===== src/rtl/mux_scan_ctrl.sv =====
// rtl/mux_scan_ctrl.sv - scans an external 8:1 mux channel by channel and captures its output as one byte
// Each channel is held for SETTLE cycles and then sampled for one cycle; the finished word is held until accepted.
module mux_scan_ctrl #(
   parameter int unsigned SETTLE = 1,
   parameter bit          CONT   = 1'b0
) (
   input  logic       clk,
   input  logic       rst,
   input  logic       start,
   output logic       s0,
   output logic       s1,
   output logic       s2,
   input  logic       Y,
   output logic       busy,
   output logic [7:0] data_out,
   output logic       data_valid,
   input  logic       out_ready
);

   typedef enum logic [1:0] {
      ST_IDLE,
      ST_SETTLE,
      ST_SAMPLE,
      ST_DONE
   } state_t;

   // With no settle time a channel goes straight to its sample cycle.
   localparam state_t     FIRST_ST = (SETTLE == 0) ? ST_SAMPLE : ST_SETTLE;
   localparam logic [3:0] LAST_CNT = (SETTLE == 0) ? 4'd0 : 4'(SETTLE - 1);

   state_t     state_q, state_d;
   logic [2:0] idx_q, idx_d;
   logic [3:0] cnt_q, cnt_d;
   logic [7:0] shadow_q, shadow_d;
   logic [7:0] data_out_q, data_out_d;
   logic       data_valid_q, data_valid_d;
   logic       busy_q, busy_d;
   logic [7:0] captured;

   always_comb begin
      state_d       = state_q;
      idx_d         = idx_q;
      cnt_d         = cnt_q;
      shadow_d      = shadow_q;
      data_out_d    = data_out_q;
      data_valid_d  = data_valid_q;
      captured      = shadow_q;
      captured[idx_q] = Y;

      case (state_q)
         ST_IDLE: begin
            if (start) begin
               state_d  = FIRST_ST;
               idx_d    = 3'd0;
               cnt_d    = 4'd0;
               shadow_d = 8'h00;
            end
         end
         ST_SETTLE: begin
            if (cnt_q == LAST_CNT) begin
               state_d = ST_SAMPLE;
               cnt_d   = 4'd0;
            end else begin
               cnt_d = cnt_q + 4'd1;
            end
         end
         ST_SAMPLE: begin
            shadow_d = captured;
            if (idx_q == 3'd7) begin
               data_out_d   = captured;
               data_valid_d = 1'b1;
               idx_d        = 3'd0;
               state_d      = ST_DONE;
            end else begin
               idx_d   = idx_q + 3'd1;
               cnt_d   = 4'd0;
               state_d = FIRST_ST;
            end
         end
         ST_DONE: begin
            if (out_ready) begin
               data_valid_d = 1'b0;
               if (CONT) begin
                  state_d  = FIRST_ST;
                  idx_d    = 3'd0;
                  cnt_d    = 4'd0;
                  shadow_d = 8'h00;
               end else begin
                  state_d = ST_IDLE;
               end
            end
         end
         default: state_d = ST_IDLE;
      endcase

      busy_d = (state_d == ST_SETTLE) || (state_d == ST_SAMPLE);
   end

   always_ff @(posedge clk) begin
      if (rst) begin
         state_q      <= ST_IDLE;
         idx_q        <= 3'd0;
         cnt_q        <= 4'd0;
         shadow_q     <= 8'h00;
         data_out_q   <= 8'h00;
         data_valid_q <= 1'b0;
         busy_q       <= 1'b0;
      end else begin
         state_q      <= state_d;
         idx_q        <= idx_d;
         cnt_q        <= cnt_d;
         shadow_q     <= shadow_d;
         data_out_q   <= data_out_d;
         data_valid_q <= data_valid_d;
         busy_q       <= busy_d;
      end
   end

   assign s0         = idx_q[2];
   assign s1         = idx_q[1];
   assign s2         = idx_q[0];
   assign busy       = busy_q;
   assign data_out   = data_out_q;
   assign data_valid = data_valid_q;

endmodule


===== config.mk =====
export PLATFORM = sky130hd
export DESIGN_NAME = mux_scan_ctrl
export DESIGN_NICKNAME = d
export VERILOG_FILES = /design/src/rtl/mux_scan_ctrl.sv
export SDC_FILE = /design/constraint.sdc
export NUM_CORES = 1
export LEC_CHECK = 0
export ABC_AREA = 1
export ABC_CLOCK_PERIOD_IN_PS = 1330
export BUFFER_PORTS_ARGS = -buffer_cell sky130_fd_sc_hd__buf_2
export CAP_MARGIN = 15
export CORE_MARGIN = 4
export CORE_UTILIZATION = 50
export CTS_CLUSTER_DIAMETER = 80
export CTS_CLUSTER_SIZE = 16
export DETAILED_ROUTE_END_ITERATION = 16
export GPL_ROUTABILITY_DRIVEN = 0
export HOLD_SLACK_MARGIN = 0.15
export PLACE_DENSITY = 0.73
export SETUP_SLACK_MARGIN = 0.3
export SLEW_MARGIN = 20
export SYNTH_ARGS = -nofsm -noshare
export SYNTH_HDL_FRONTEND = slang
export SYNTH_SLANG_ARGS = --single-unit
export TNS_END_PERCENT = 30

===== constraint.sdc =====
create_clock -name clk -period 1.33 [get_ports clk]
set_input_delay 0.133 -clock clk [delete_from_list [all_inputs] [get_ports clk]]
set_output_delay 0.133 -clock clk [all_outputs]
set_load 0.02 [all_outputs]

-- Word level (Yosys, flattened, before mapping)
Index checks and enable logic that the tools add are counted.
- register bits: 27
- word-level logic and storage cells: 52
- add/subtract/negate cells: 2
- $lt $le $gt $ge: 2
- reductions and logical operators: 11
- mux-type cells: 20
- equal/unequal tests: 10
- operators with widths (cell ; number):
    8-bit case mux with 2 select lines ; 1
    4-bit 2-to-1 mux ; 3
    4-bit case mux with 3 select lines ; 1
    8-bit bitwise mux ; 1
    2-bit 2-to-1 mux ; 4
    8-bit 2-to-1 mux ; 1
    2-bit != test (second input constant) ; 4
    2-bit case mux with 4 select lines ; 1
    2-bit == test (second input constant) ; 3
    3-bit 2-to-1 mux ; 2
    3-bit case mux with 2 select lines ; 1
    3-bit AND reduction ; 2
    4-bit by 1-bit adder with 4-bit output (second input constant) ; 1
    2-bit by 1-bit == test with 1-bit output (second input constant) ; 2
    4-bit logical NOT ; 1
    3-bit by 4-bit less-than comparator with 1-bit output (second input constant) ; 1
    2-bit AND reduction ; 2
    2-bit nonzero test ; 2
    3-bit by 1-bit adder with 3-bit output (second input constant) ; 1
    1-bit demux with 3-bit select ; 1
    3-bit == test (second input constant) ; 1
    3-bit by 1-bit >= comparator with 1-bit output (second input constant) ; 1
    1-bit 2-to-1 mux ; 3
    3-bit nonzero test ; 1
    other kinds (4) ; 4

-- Longest topological paths before layout
Gate-level depths: netlist of the first run.
- depth after elaboration: 6
- gate-level depth with buffers: 8
- mapped depth without buffers: 7

-- Worst setup path before layout of the first run
OpenSTA, ideal clock, no wires.
- path type: register -> register
- start point: reg idx_q[1]
- end point: reg data_out_q[4], in the netlist data_out[4]
- arrival time: 1.346 ns
- path slack: -0.125 ns
- period minus slack after synthesis: 1.455 ns
- setup time: 0.109 ns
- stages on the path, launching flop included: 9
- cell sequence: dfxtp_1 > ha_1 > ha_1 > inv_1 > nor2_4 > buf_4 > o21a_1 > nand2_1 > inv_1
- cells in the longest elaborated chain, start to end: 5
- ends and longest elaborated chain (what ; line ; text):
    from (decl) ; 32 ; logic [2:0] idx_q, idx_d;
    from (signal assigned) ; 110 ; idx_q <= idx_d;
    3-bit by 4-bit less-than comparator with 1-bit output (not written as such) / 3-bit by 1-bit >= comparator with 1-bit output (equally long branches) ; 48 ; captured[idx_q] = Y;
    1-bit logical AND (not written as such) ; 48 ;
    1-bit 2-to-1 mux (not written as such) ; 48 ;
    1-bit demux with 3-bit select ; 48 ;
    8-bit bitwise mux ; 48 ;
    to (signal assigned) ; 113 ; data_out_q <= data_out_d;
    to (decl) ; 35 ; logic [7:0] data_out_q, data_out_d;
Several ways; a longest one is shown, not always the timed one.
A chain may end at the register's enable or synchronous reset.

-- Final worst setup path of the first run
- start point: reg idx_q[0]
- end point: reg data_out_q[1], in the netlist data_out[1]
The elaborated chain is that of the path after synthesis.

==> impl_metrics.ini, run 1 <==
[clock_network]
cts_tree = yes
clock_sinks = 27
path_clk_slew_ps = 160
clk_path_buf_depth = 2
ctsRootBufferMaster = clkbuf_4
numCtsBuffers = 3
htreeDepth = 1
clk_latency_ps = 330

[sta]
timing.fmax_mhz = 769.1
worst_pin_slew_ps = 277.7
min_period_over_period_pct = 97.76
finClkSkew_ps = 9.361
hold_viol = 0
slew_viol_final = 0
slew_headroom_pct = 81.46
rsz0062_at_grt = true
setup_viol = 0
fin_crit_ps = 1300

[run_status]
status = complete, no violations

[pwr]
p_leak_nw = 0.7465
ir_drop_uv = 578.1
total_power_mw = 1.396
powerDensity_nw_per_um2 = 802.7

[grt]
gr-total-overflow = 0
antenna_found_initial = 0
met1_usage_pct = 20.13
grt_pass1_vias = 1202
grt_usage_pct = 17.78
use_met3_pct = 2.160
grt-busiest-layer = met2
use_met2_pct = 33.33
grt_max_degree = 20
grt_first_pass_wirelength_um = 4933

[yosys]
synth-simple-area-share_pct = 30.95
synth-xor-area-share_pct = 0.6506
postSynthRegisterBits = 27
syn_area_um2 = 1346
synthesis.nets = 205
synth_mux_area_share_pct = 0
avgSynthCellArea_um2 = 6.869
seq_area_frac_synth_pct = 40.15
synthAdderAreaFrac_pct = 3.717
synth_compound_area_share_pct = 13.01
ys_warn_count = 0
synth_top_family_by_area = simple AND/OR/NAND/NOR gates
ys_types = 19
syn-instance-count = 196

[setup_path]
cp_data_arrival_time_ps = 1550
slowest_stage = dfxtp_4
crit_fanout = 6
crit_required_ps = 1580
ff2ff_path_depth = 8
worstSetupEndpointType = register
worst_path_largest_cell_delay_ps = 410
path_class = register to register
crit_chain = ha_4 -> ha_4 -> inv_4 -> nor2_4 -> clkbuf_16 -> nand2_2 -> nand2_1 -> inv_1
cpMostUsedCell = ha_4
r2r_setup_slack_ps = 30
r2r_start = idx_q[0]$_SDFFE_PP0P_
r2r-end = data_out[1]$_SDFFE_PP0P_
critPathLaunch = idx_q[0]$_SDFFE_PP0P_
worstSetupStartpointType = register
cp-endpoint = data_out[1]$_SDFFE_PP0P_

[detailed_routing]
routed_via_density = 5.302
drtIter0Drc = 37
wl_per_cell_um = 12.62
drc_errors = 0
vias = 1352
totalWireLength_um = 3217
antenna_left = 0
dr.pass1.iters = 6

[die]
ios = 18
rows = 18
start_util_pct = 53.37
die-area_um2 = 3587
core_um2 = 2522
die_h_um = 59.89
die_w_um = 59.89

[cells_and_area]
stdcell_area_um2 = 1739
fin_nets = 235
layout-drive-gt1-share_pct = 29.33
fillers = 209
syn_to_final_growth_pct = 29.18
diodes = 0

[placed_design]
dpl.hpwl_um = 2066
portBuffers = 17
dpl-instance-area_um2 = 1511

[worst_hold_path]
hold_path.class = primary input to register

[job]
max_cap_violations = 0
[metal layers]
metal	part of all wire [%]	routed length, µm
met2	53	1714
met4	1.1	36
met1	43	1374
met5	0	0
met3	2.8	91
[where the power goes]
group          leakage, nW  switching [mW]  internal, mW
sequential           0.222          0.0143         0.820
clock               0.0139           0.262         0.115
combinational        0.511           0.118        0.0669
total                0.747           0.394          1.00
[cell usage after synthesis, drive strengths merged]
cell type | instances | share of area [%]
buf | 8 | 3.4
o21bai | 1 | 0.56
a21oi | 17 | 6.3
inv | 27 | 7.5
o21ai | 6 | 2.2
nand3 | 21 | 7.8
nor3 | 2 | 0.74
dfxtp | 27 | 40
ha | 4 | 3.7
nor2 | 9 | 3.1
xor2 | 1 | 0.65
nand2 | 57 | 16
clkinv | 2 | 0.56
nand4 | 7 | 3.3
o21a | 7 | 3.9
[layout by cell type, fill, tap and decap left out, types with 6 or more instances in the layout]
master,n
nand3_2,6
nand2_1,52
buf_4,11
dfxtp_1,21
nand4_1,7
o21a_1,7
nor2_1,8
a21oi_1,12
nand3_1,15
buf_2,14
inv_1,23
[worst min path at each step]
stage | start | depth (start not counted) | end
after global routing | rst | 3 | idx_q[0]$_SDFFE_PP0P_
after floorplan | out_ready | 3 | state_q[0]$_SDFF_PP0_
final | start | 5 | state_q[0]$_SDFF_PP0_
after CTS | start | 5 | state_q[0]$_SDFF_PP0_
after detailed placement | shadow_q[2]$_SDFFE_PP0P_ | 2 | shadow_q[2]$_SDFFE_PP0P_
after global placement | shadow_q[2]$_SDFFE_PP0P_ | 2 | shadow_q[2]$_SDFFE_PP0P_
[cell families (layout without fill, tap and decap cells)]
family,Yosys count,after routing
adders and majority gates,4,4
buffers and inverters,37,66
xor gates and xnor gates,1,1
and+or+nand+nor,96,96
AOI/OAI and AO/OA,31,31
DFF,27,27
[critical path, delay by kind of cell (launching register included)]
kind / cells / cell delay [ps]
buffers and inverters: 3 / 250
adder cells (fa/ha/maj): 2 / 270
AND/OR/NAND/NOR: 3 / 280
flip-flops: 1 / 410
[layout make-up]
cell class / count / area [µm²] / area share (%)
repair buffers: 32 / 256.5 / 14.75
multi-input cells: 132 / 734.5 / 42.23
flip-flops and latches: 27 / 555.5 / 31.94
inverters: 29 / 117.6 / 6.763
repair inverters: 1 / 7.507 / 0.4317
clock inverters: 1 / 7.507 / 0.4317
clock buffers: 3 / 22.52 / 1.295
well taps: 30 / 37.54 / 2.158
[per-stage QoR]
stage / setup slack (ps) / TNS [ps] / hold slack, ps / instances / utilization, %
floorplan: 92.81 / 0 / 345.6 / 196 / -
global placement: 55.18 / 0 / 451.8 / 242 / 59.92
detailed placement: 50.15 / 0 / 458.6 / 242 / 59.92
CTS: 48.29 / 0 / 178.3 / 250 / 62.90
global route: -31.35 / -154.0 / 221.2 / 255 / 68.95
finish: 29.74 / 0 / 170.5 / 255 / 68.95
[timing repair]
item                                    in CTS  in global routing
gates cloned                                 0                  2
hold buffers                                 1                  0
endpoints found under the hold margin        2                  0
pin swaps                                    2                 16
resized for setup                            0                 34
endpoints found under the setup margin      29                 32
buffers inserted                             3                  3
[sequential cells by signal, summed over array words and instances (netlist names)]
name        cells
busy            1
cnt_q           4
data_out        8
data_valid      1
idx_q           3
shadow_q        8
state_q         2
Note: power is estimated with default switching activity, not from simulation.
==> inputs of run 2 (changes only) <==
--- a/config.mk
+++ b/config.mk
@@ -5,9 +5,8 @@
 export SDC_FILE = /design/constraint.sdc
 export NUM_CORES = 1
 export LEC_CHECK = 0
-export ABC_AREA = 1
 export ABC_CLOCK_PERIOD_IN_PS = 1330
-export BUFFER_PORTS_ARGS = -buffer_cell sky130_fd_sc_hd__buf_2
+export BUFFER_PORTS_ARGS = -buffer_cell sky130_fd_sc_hd__clkbuf_2
 export CAP_MARGIN = 15
 export CORE_MARGIN = 4
 export CORE_UTILIZATION = 50
@@ -16,7 +15,7 @@
 export DETAILED_ROUTE_END_ITERATION = 16
 export GPL_ROUTABILITY_DRIVEN = 0
 export HOLD_SLACK_MARGIN = 0.15
-export PLACE_DENSITY = 0.73
+export PLACE_DENSITY = 0.74
 export SETUP_SLACK_MARGIN = 0.3
 export SLEW_MARGIN = 20
 export SYNTH_ARGS = -nofsm -noshare
==> run 2 against run 1 <==
- the flow now finishes with violations (setup timing)
- sequential share of layout area increased by 2.7 points
- critical path depth decreased by 2
- first-iteration DRC count increased by 24%
- hold slack improved by 33 ps
- register-to-register slack got worse by 210 ps
- die area decreased by 0.97%
- clock skew decreased by 7.1 ps
- largest power group unchanged
==> impl_metrics.ini, run 2 <==
[run_status]
status = complete, but fails checks
failed_checks = setup timing

[setup_path]
r2r-end = cnt_q[2]$_SDFFE_PP0P_
worstSetupStartpointType = register
ff2ff_path_depth = 6
r2r_start = idx_q[0]$_SDFFE_PP0P_
path_class = register to register
r2r_setup_slack_ps = -180
worstSetupEndpointType = register
cp_data_arrival_time_ps = 1710
crit_required_ps = 1540
crit_fanout = 6

[sta]
setup_viol = 16
hold_viol = 0
rsz0062_at_grt = true
worst_pin_slew_ps = 635.7
finClkSkew_ps = 2.253
hold_slack_ps = 203.3
min_period_over_period_pct = 113.3
layout_setup_ws_ps = -177.3
slew_viol_final = 0
slew_headroom_pct = 57.62
setup_tns_ps = -1077
timing.fmax_mhz = 663.4
fin_crit_ps = 1507

[clock_network]
path_clk_slew_ps = 140
clk_latency_ps = 330
ctsRootBufferMaster = clkbuf_4
cts_tree = yes
clock_sinks = 27
htreeDepth = 1
clk_path_buf_depth = 2
numCtsBuffers = 3

[detailed_routing]
vias = 1181
drc_errors = 0
totalWireLength_um = 3066
drtIter0Drc = 46
antenna_left = 0
wl_per_cell_um = 15.25
dr.pass1.iters = 4
routed_via_density = 5.876

[die]
die_h_um = 59.60
rows = 18
start_util_pct = 53.25
core_um2 = 2500
die-area_um2 = 3552
ios = 18
die_w_um = 59.60

[grt]
gr-total-overflow = 0
grt_usage_pct = 19.09
grt_max_degree = 35
antenna_found_initial = 0
grt_pass1_vias = 1118
grt_first_pass_wirelength_um = 5168

[placed_design]
dpl.hpwl_um = 1999
portBuffers = 17
dp.cells = 194

[yosys]
synth_edf_count = 0
synthesis.nets = 159
syn-instance-count = 150
syn_area_um2 = 1331
synth_ff_type = dfxtp_1
yosysMostFrequentCell = dfxtp_1
avgSynthCellArea_um2 = 8.875
seq_area_frac_synth_pct = 40.60
ys_warn_count = 0
postSynthRegisterBits = 27
synthTopCellsByArea = dfxtp_1 (41%), mux2i_1 (6.8%), a211oi_1 (5.1%)
yosys.area.top_type = dfxtp_1
ys_types = 28
synthTopCellsByCount = dfxtp_1 (27), nor2_1 (14), a21oi_1 (11)
async_flop_share_pct = 0
synth_top_area_share_pct = 40.60

[cells_and_area]
syn_to_final_growth_pct = 20.86
fillers = 220
final_common_cell = dfxtp_1
fin_nets = 181
final_cell_mix = dfxtp_1 (22), nor2_1 (13), clkbuf_2 (13)
final_cells = 201
diodes = 0
layout-drive-gt1-share_pct = 29.24

[pwr]
powerDensity_nw_per_um2 = 926.3
p_leak_nw = 0.6384
total_power_mw = 1.490
ir_drop_uv = 800.3

[worst_hold_path]
hp-start = Y
hold_path.class = primary input to register
min_to = shadow_q[0]$_SDFFE_PP0P_
holdPathStages = 3

[job]
max_cap_violations = 0
-- run 2: cell types whose count changed after synthesis, moves of 7 or more --
cell      before  now
nand3_1       21    7
inv_1         27    6
a211oi_1       0    9
nand2b_1       0    8
nand4_1        7    0
mux2i_1        0    9
o32ai_1        0    7
nand2_1       56    4
-- run 2: power breakdown --
group	internal [mW]	total, mW	switching (mW)
sequential	0.826	0.853	0.0270
combinational	0.125	0.279	0.154
clock	0.118	0.359	0.241
-- run 2: routing by layer --
metal / part of all wire, % / vias to the layer above / GRT usage, % / wire length [µm]
met2: 48 / 27 / 31.20 / 1459
met3: 4.4 / 4 / 2.614 / 135
li1: - / 584 / - / -
met1: 47 / 566 / 25.63 / 1434
met5: 0 / - / 0 / 0
met4: 1.2 / 0 / 6.646 / 37
-- run 2: critical path, stage by stage, from the launching register on --
cell and delay, ps:
dfxtp_4 380, ha_4 160, ha_4 150, or3b_4 410
buf_4 160, nand3_1 70, a31oi_1 70
-- run 2: timing repair --
item | in CTS | in global routing
hold buffers | 1 | 0
hold endpoints to repair | 2 | 0
gates cloned | 1 | 0
gates resized for setup | 12 | 10
setup endpoints to repair | 31 | 33
pin swaps | 7 | 2
buffers inserted | 0 | 1
-- run 2: area by class of cell --
| cell class | count | area [µm²] | area share (%) |
|---|---|---|---|
| Clock buffer | 4 | 26.28 | 1.633 |
| Inverter | 6 | 22.52 | 1.400 |
| Multi-Input combinational cell | 104 | 762.0 | 47.36 |
| Sequential cell | 27 | 556.8 | 34.60 |
| Tap cell | 30 | 37.54 | 2.333 |
| Timing Repair Buffer | 30 | 203.9 | 12.68 |
-- run 2: through the flow --
| step | utilization, % | instance area, µm² | setup WS (ps) |
|---|---|---|---|
| finish | 64.36 | 1609 | -177.3 |
| global route | 64.36 | 1609 | -245.1 |
| CTS | 63.21 | 1580 | -178.7 |
| detailed placement | 60.21 | 1505 | -257.6 |
| global placement | 60.21 | 1505 | -200.2 |
| floorplan | - | 1384 | -210.2 |
-- run 2: cell families (layout without fill, tap and decap cells) --
kind of cell / after synthesis / in the layout / share of synthesized area (%)
and+or+nand+nor: 48 / 49 / 20.11
AOI/OAI and AO/OA: 42 / 42 / 22.18
DFF: 27 / 27 / 40.60
buffers and inverters: 20 / 40 / 6.579
muxes: 9 / 9 / 6.767
adders and majority gates: 4 / 4 / 3.760
-- run 2: worst max-delay path by stage --
stage / from / to / slack (ps)
global route: idx_q[1]$_SDFFE_PP0P_ / idx_q[0]$_SDFFE_PP0P_ / -250
floorplan: idx_q[0]$_SDFFE_PP0P_ / idx_q[0]$_SDFFE_PP0P_ / -210
CTS: idx_q[1]$_SDFFE_PP0P_ / idx_q[0]$_SDFFE_PP0P_ / -180
finish: idx_q[0]$_SDFFE_PP0P_ / cnt_q[2]$_SDFFE_PP0P_ / -180
detailed placement: idx_q[1]$_SDFFE_PP0P_ / idx_q[0]$_SDFFE_PP0P_ / -260
global placement: idx_q[0]$_SDFFE_PP0P_ / idx_q[0]$_SDFFE_PP0P_ / -200
